### src/rtl/vga_timing_gen.sv
// 640x480@60 raster timing: registered scan position, syncs, blank and frame strobes.
// Define VGA_SYNC_DELAY_EN to delay hs/vs/blank by one clock behind DrawX/DrawY.
module vga_timing_gen #(
    parameter int unsigned H_VISIBLE = 640,
    parameter int unsigned H_FP      = 16,
    parameter int unsigned H_SYNC    = 96,
    parameter int unsigned H_BP      = 48,
    parameter int unsigned V_VISIBLE = 480,
    parameter int unsigned V_FP      = 10,
    parameter int unsigned V_SYNC    = 2,
    parameter int unsigned V_BP      = 33
) (
    input  logic       vga_clk,
    input  logic       reset,
    output logic       hs,
    output logic       vs,
    output logic       blank,
    output logic [9:0] DrawX,
    output logic [9:0] DrawY,
    output logic       frame_start,
    output logic       vblank_start,
    output logic [7:0] frame_count
);

    localparam int unsigned H_TOTAL    = H_VISIBLE + H_FP + H_SYNC + H_BP;
    localparam int unsigned V_TOTAL    = V_VISIBLE + V_FP + V_SYNC + V_BP;
    localparam int unsigned H_SYNC_BEG = H_VISIBLE + H_FP;
    localparam int unsigned H_SYNC_END = H_VISIBLE + H_FP + H_SYNC;
    localparam int unsigned V_SYNC_BEG = V_VISIBLE + V_FP;
    localparam int unsigned V_SYNC_END = V_VISIBLE + V_FP + V_SYNC;
    localparam logic [9:0]  H_LAST     = 10'(H_TOTAL - 1);
    localparam logic [9:0]  V_LAST     = 10'(V_TOTAL - 1);

    if (H_TOTAL > 1024 || V_TOTAL > 1024) begin : g_bad_timing
        $error("vga_timing_gen: H_TOTAL and V_TOTAL must each be <= 1024");
    end

    logic [9:0] hc_q, hc_d;
    logic [9:0] vc_q, vc_d;
    logic       h_wrap, v_wrap;
    logic       hs_q, hs_d;
    logic       vs_q, vs_d;
    logic       blank_q, blank_d;
    logic       frame_start_q, frame_start_d;
    logic       vblank_start_q, vblank_start_d;
    logic [7:0] frame_count_q, frame_count_d;

    // Decode is done on the next counter values so the registered strobes line up
    // with the registered position presented in the same cycle.
    always_comb begin
        h_wrap = (hc_q == H_LAST);
        v_wrap = (vc_q == V_LAST);
        hc_d   = h_wrap ? 10'd0 : hc_q + 10'd1;
        vc_d   = vc_q;
        if (h_wrap) begin
            vc_d = v_wrap ? 10'd0 : vc_q + 10'd1;
        end
        hs_d           = !((32'(hc_d) >= H_SYNC_BEG) && (32'(hc_d) < H_SYNC_END));
        vs_d           = !((32'(vc_d) >= V_SYNC_BEG) && (32'(vc_d) < V_SYNC_END));
        blank_d        = (32'(hc_d) < H_VISIBLE) && (32'(vc_d) < V_VISIBLE);
        frame_start_d  = h_wrap && v_wrap;
        vblank_start_d = (hc_d == 10'd0) && (32'(vc_d) == V_VISIBLE);
        frame_count_d  = frame_count_q + {7'd0, frame_start_d};
    end

    always_ff @(posedge vga_clk) begin
        if (reset) begin
            hc_q           <= 10'd0;
            vc_q           <= 10'd0;
            hs_q           <= 1'b1;
            vs_q           <= 1'b1;
            blank_q        <= 1'b1;
            frame_start_q  <= 1'b0;
            vblank_start_q <= 1'b0;
            frame_count_q  <= 8'd0;
        end else begin
            hc_q           <= hc_d;
            vc_q           <= vc_d;
            hs_q           <= hs_d;
            vs_q           <= vs_d;
            blank_q        <= blank_d;
            frame_start_q  <= frame_start_d;
            vblank_start_q <= vblank_start_d;
            frame_count_q  <= frame_count_d;
        end
    end

`ifdef VGA_SYNC_DELAY_EN
    logic hs_dly_q, vs_dly_q, blank_dly_q;

    // Extra stage matches renderers that register RGB one clock after sampling DrawX/DrawY.
    always_ff @(posedge vga_clk) begin
        if (reset) begin
            hs_dly_q    <= 1'b1;
            vs_dly_q    <= 1'b1;
            blank_dly_q <= 1'b0;
        end else begin
            hs_dly_q    <= hs_q;
            vs_dly_q    <= vs_q;
            blank_dly_q <= blank_q;
        end
    end

    assign hs    = hs_dly_q;
    assign vs    = vs_dly_q;
    assign blank = blank_dly_q;
`else
    assign hs    = hs_q;
    assign vs    = vs_q;
    assign blank = blank_q;
`endif

    assign DrawX        = hc_q;
    assign DrawY        = vc_q;
    assign frame_start  = frame_start_q;
    assign vblank_start = vblank_start_q;
    assign frame_count  = frame_count_q;

endmodule

### config.mk
export PLATFORM = sky130hd
export DESIGN_NAME = vga_timing_gen
export DESIGN_NICKNAME = d
export VERILOG_FILES = /design/src/rtl/vga_timing_gen.sv
export SDC_FILE = /design/constraint.sdc
export NUM_CORES = 1
export LEC_CHECK = 0
export ABC_AREA = 1
export CORE_UTILIZATION = 35
export CTS_BUF_LIST = sky130_fd_sc_hd__clkbuf_8
export CTS_CLUSTER_DIAMETER = 40
export DETAILED_ROUTE_END_ITERATION = 10
export GPL_ROUTABILITY_DRIVEN = 0
export GPL_TIMING_DRIVEN = 0
export SLEW_MARGIN = 15
export SYNTH_ARGS = -nofsm -noshare
export SYNTH_HDL_FRONTEND = slang
export SYNTH_SLANG_ARGS = --single-unit
### constraint.sdc
create_clock -name vga_clk -period 2.4 [get_ports vga_clk]
set_clock_uncertainty 0.15 [all_clocks]
set_input_delay 0.6 -clock vga_clk [delete_from_list [all_inputs] [get_ports vga_clk]]
set_output_delay 0.6 -clock vga_clk [all_outputs]
set_load 0.01 [all_outputs]
# Yosys cells after proc, flatten, opt, wreduce, memory -nomap -nowiden
# Index checks and enable logic that the tools add are counted.
[totals] reg_bits=33 latchBits=0 ram_bits=0 mem_bits_ro=0 input_bits=2 output_inout_bits=33 mem_count=0
[classes] n_addsub=3 mul=0 n_div=0 n_lt_le_gt_ge=6 eq_ne=3 shifts=0 mux=3 bitwise_logic=0 n_reduce_logical=8
[ops] cell="$mux W10" n=3
[ops] cell="$add A10 B1 Y10 const B" n=2
[ops] cell="$eq A10 B10 Y1 const B" n=2
[ops] cell="$lt A10 B10 Y1 const B" n=2
[ops] cell="$lt A10 B9 Y1 const B" n=2
[ops] cell="$eq A10 B9 Y1 const B" n=1
[ops] cell="$ge A10 B10 Y1 const B" n=1
[ops] cell="$ge A10 B9 Y1 const B" n=1
[ops] cell="$logic_not A10 Y1" n=1
[ops] cell="$add A8 B1 Y8" n=1
[ops] cell="$logic_and A1 B1 Y1" n=5
[ops] cell="$logic_not A1 Y1" n=2

# Longest topological paths before layout
[logic_depth] depth_word=6 depth_mapped=13 depth_no_buf=13

# Worst setup path after synthesis
# OpenSTA, ideal clock, no wires.
[synth_path] kind="reg2reg" startpoint="register hc_q[0], in the netlist DrawX[0]" endpoint="register frame_count_q[6], in the netlist frame_count[6]" t_arrival_ps=1962 required_time_ps=2124 setup_slack_ps=162 path_stages_with_launch=13 path_cell_list="dfxtp_1 ha_1 nand3_1 nor2_2 nand2_2 nor2_1 ha_1 ha_1 nand2_1 nor2_1 inv_1 nor4_1 nor3_1"
[synth_between] elab_chain_len=3
[synth_rtl] item="start: declaration" line_no="38" source="logic [9:0] hc_q, hc_d;"
[synth_rtl] item="start signal: assignment" line_no="68" source="hc_q <= 10'd0;"
[synth_rtl] item="start signal: assignment" line_no="77" source="hc_q <= hc_d;"
[synth_rtl] item="$eq A10 B10 Y1" line_no="51" source="h_wrap = (hc_q == H_LAST);"
[synth_rtl] item="$logic_and A1 B1 Y1" line_no="61" source="frame_start_d = h_wrap && v_wrap;"
[synth_rtl] item="named net frame_start_d" line_no="44" source="logic frame_start_q, frame_start_d;"
[synth_rtl] item="$add A8 B1 Y8" line_no="63" source="frame_count_d = frame_count_q + {7'd0, frame_start_d};"
[synth_rtl] item="end signal: assignment" line_no="84" source="frame_count_q <= frame_count_d;"
[synth_rtl] item="end: declaration" line_no="46" source="logic [7:0] frame_count_q, frame_count_d;"
# The timed path passes the listed nets, and every way through them passes these cells.
# A chain may end at the register's enable or synchronous reset.

# Final worst setup path
[layout_path] startpoint="register vc_q[0], in the netlist DrawY[0]" endpoint="register frame_count_q[6], in the netlist frame_count[6]"
[layout_between] elab_chain_len=3
[layout_rtl] item="start: declaration" line_no="39" source="logic [9:0] vc_q, vc_d;"
[layout_rtl] item="start signal: assignment" line_no="78" source="vc_q <= vc_d;"
[layout_rtl] item="$eq A10 B10 Y1" line_no="52" source="v_wrap = (vc_q == V_LAST);"
[layout_rtl] item="$logic_and A1 B1 Y1" line_no="61"
[layout_rtl] item="named net frame_start_d" line_no="44"
[layout_rtl] item="$add A8 B1 Y8" line_no="63"
# The timed path passes the listed nets, and every way through them passes these cells.

==> flow_metrics.tcl <==
set metrics [dict create \
    status "finished, final reports clean" \
    synth_adder_area_share 0.03340 \
    synthFlopType "dfxtp_1" \
    layout-drive-gt1-share 0.1404 \
    peakVddDrop_mv 0.3365 \
    remaining_drc_errors 0 \
    grt_max_degree 11 \
    fin_util 0.4949 \
    synthesis.area_um2 1873 \
    cts.clk_slew.worst_paths_ns 0.07 \
    start_util 0.3644 \
    crit_chain "inv_4 > ha_4 > nand2_1 > nor2_2 > nand4_1 > nor2_2 > ha_2 > ha_4 > nand2_2 > nor2_4 > inv_2 > nor4_4 > nor3_1" \
    htree_num_levels 2 \
    p_comb_frac 0.035 \
    grt_pass1_wl_um 7983 \
    die_h_um 75.16 \
    grt_pass1_vias 1712 \
    fin_crit_sh 0.9593 \
    drtAntennaViolNets 0 \
    synth_area_leaders "dfxtp_1, nand2_1, nor2_1, inv_1, nand3_1" \
    core-area_um2 5140 \
    yosysMostFrequentCell "nand2_1" \
    cp_slowest_cell "dfxtp_4" \
    yosysWarnings 0 \
    dr.pass1.iters 4 \
    synth_fp_nets 302 \
    crit_fanout 3 \
    io_buffers 33 \
    worst_setup_path_start_kind "flop" \
    switching_power_mw 0.2347 \
    pwr-share-clk 0.438 \
    hold_class "reg -> reg" \
    synth_edf_count 0 \
    n_fill_cell 555 \
    setup_viol 0 \
    synth_simple_gate_area_frac 0.4663 \
    cts_tree "done" \
    die_width_um 75.16 \
    cp_top_family "simple AND/OR/NAND/NOR gates" \
    antenna_found_initial 0 \
    io-pin-count 35 \
    hold-worst-slack_ns 0.3472 \
    hold_buffers 0 \
    post-dp-hpwl_um 3565 \
    vias 1928 \
    drt-initial-drc-count 148 \
    cap_viol_max_count 0 \
    synthMuxAreaShare 0 \
    report.final.slew_viol_count 0 \
    worst_ep_required_time_ns 2.41 \
    internal_power_mw 0.8258 \
    async_reset_ff_frac 0 \
    rows 26 \
    worstSkewPairLatency_ns 0.28 \
    cts_max_path_buffers 2 \
    fmax_mhz 434.3 \
    arrival_ns 2.32 \
    synth_top_area_share 0.3527 \
    finalHoldViolCount 0 \
    dieArea_um2 5648 \
    synth_compound_area_frac 0.04676 \
    clock_sinks 33 \
    drt-vias-per-instance 4.680 \
    num_antenna_cells 0 \
    syn_inst 295 \
    drt_wl_total_um 5058 \
    p_per_area_nw_per_um2 416.9 \
    grtUsageTotal 0.1884 \
    fin_crit_ns 2.302 \
    worst_setup_path_end_kind "flop" \
    relSlewSlack 0.6137 \
    fin_nets 348 \
    synthTopCellsByCount "nand2_1, nor2_1, inv_1" \
    synth_area_per_cell_um2 6.349 \
    overflow 0 \
    p_seq_frac 0.526 \
    cts_root_buffer "clkbuf_8" \
    wire_per_inst_um 12.28 \
    slowest_delay_ns 0.36 \
    leakagePower_nw 1.097 \
    synth_top_family_by_area "simple AND/OR/NAND/NOR gates" \
    synthXorXnorAreaFrac 0 \
    tightest_slew_ns 0.5795 \
    cts_buffers 5 \
    ys_ff_latch 33 \
    yosys.cell_types.count 27 \
    cp_num_buf_inv 2 \
    crit_type "reg -> reg" \
    ys_seq_area_frac 0.3527 \
    area_growth_pct 35.80 \
    p_sw_frac 0.2213 \
    yosysTopAreaCell "dfxtp_1" \
]
## path summary, 6_finish.rpt
check / from / to / slack (ns) / cells after the start
setup reg to reg: DrawY[0]$_SDFF_PP0_ / frame_count[6]$_SDFF_PP0_ / 0.1 / 13
hold reg to reg: DrawX[0]$_SDFF_PP0_ / DrawX[0]$_SDFF_PP0_ / 0.35 / 1
setup / recovery: DrawY[0]$_SDFF_PP0_ / frame_count[6]$_SDFF_PP0_ / 0.1 / 13
hold / removal: DrawX[0]$_SDFF_PP0_ / DrawX[0]$_SDFF_PP0_ / 0.35 / 1
## sequential cells by signal, summed over array words and instances (netlist names)
name,cells
DrawX,10
DrawY,10
blank,1
frame_count,8
frame_start,1
hs,1
vblank_start,1
vs,1
## final cells by class
| type | count | area [um2] | area share |
|---|---|---|---|
| timing repair buffer | 39 | 375.4 | 0.1476 |
| inverter | 47 | 180.2 | 0.07083 |
| tap | 70 | 87.58 | 0.03443 |
| clock buffer | 7 | 96.34 | 0.03788 |
| sequential | 33 | 671.9 | 0.2641 |
| multi-input combinational | 212 | 1116 | 0.4388 |
| buffer | 3 | 11.26 | 0.004427 |
| clock inverter | 1 | 5.005 | 0.001968 |
## power groups by stage
stage | clock network [mW] | registers (mW) | logic [mW]
floorplan | 0 | 0.571 | 0.0165
global placement | 0 | 0.570 | 0.0332
detailed placement | 0 | 0.570 | 0.0332
CTS | 0.479 | 0.558 | 0.0335
global route | 0.505 | 0.559 | 0.0417
finish | 0.465 | 0.558 | 0.0376
## through the flow
stage / instances / setup WS [ns] / power (mW) / cell area [um2] / TNS (ns)
final: 412 / 0.09769 / 1.060 / 2544 / 0
after global routing: 412 / -0.0007745 / 1.105 / 2544 / -0.0007745
after CTS: 407 / 0.008772 / 1.070 / 2407 / 0
after detailed placement: 398 / -0.1704 / 0.6035 / 2291 / -0.4405
after global placement: 398 / -0.1344 / 0.6032 / 2291 / -0.3442
after floorplan: 295 / 0.1623 / 0.5876 / 1873 / 0
## cell usage in the layout (no fill, tap or decap), types with 3 or more instances in the layout
master,synthesis,routed
nand2_1,78,77
nor2_1,51,46
inv_1,46,43
clkdlybuf4s50_1,0,33
dfxtp_1,33,28
nand3_1,24,23
nand4_1,11,11
nor2_2,5,8
nor3_1,8,8
clkbuf_8,0,7
o21ai_0,6,6
buf_4,0,6
a21oi_1,5,5
nand2_2,3,4
dfxtp_2,0,3
nor2_4,1,3
clkbuf_1,3,3
ha_4,0,3
## timing repair
item / CTS / global route
pin swaps: 1 / 7
setup buffers: 1 / 5
endpoints found under the setup margin: 3 / 4
endpoints found under the hold margin: 0 / 0
resized for setup: 4 / 26
## worst register-to-register path, delay by kind of cell (launching register included)
family / cells / cell delay [ns]
adders and majority gates: 3 / 0.49
buffers and inverters: 2 / 0.13
DFF: 1 / 0.36
and+or+nand+nor: 8 / 1.05
## logic make-up after synthesis
group                      after synthesis
and+or+nand+nor                        191
buffers and inverters                   50
DFF                                     33
AOI/OAI and AO/OA                       16
adders and majority gates                5
## per-layer routing
metal | share of wire | global-route usage | vias to the layer above
met3 | 0.052 | 0.04953 | 4
met5 | 0 | 0 | -
li1 | - | - | 1018
met2 | 0.46 | 0.2923 | 44
met4 | 0.0057 | 0.04527 | 0
met1 | 0.49 | 0.2616 | 862
No activity file was read; power rests on OpenSTA's default activity.
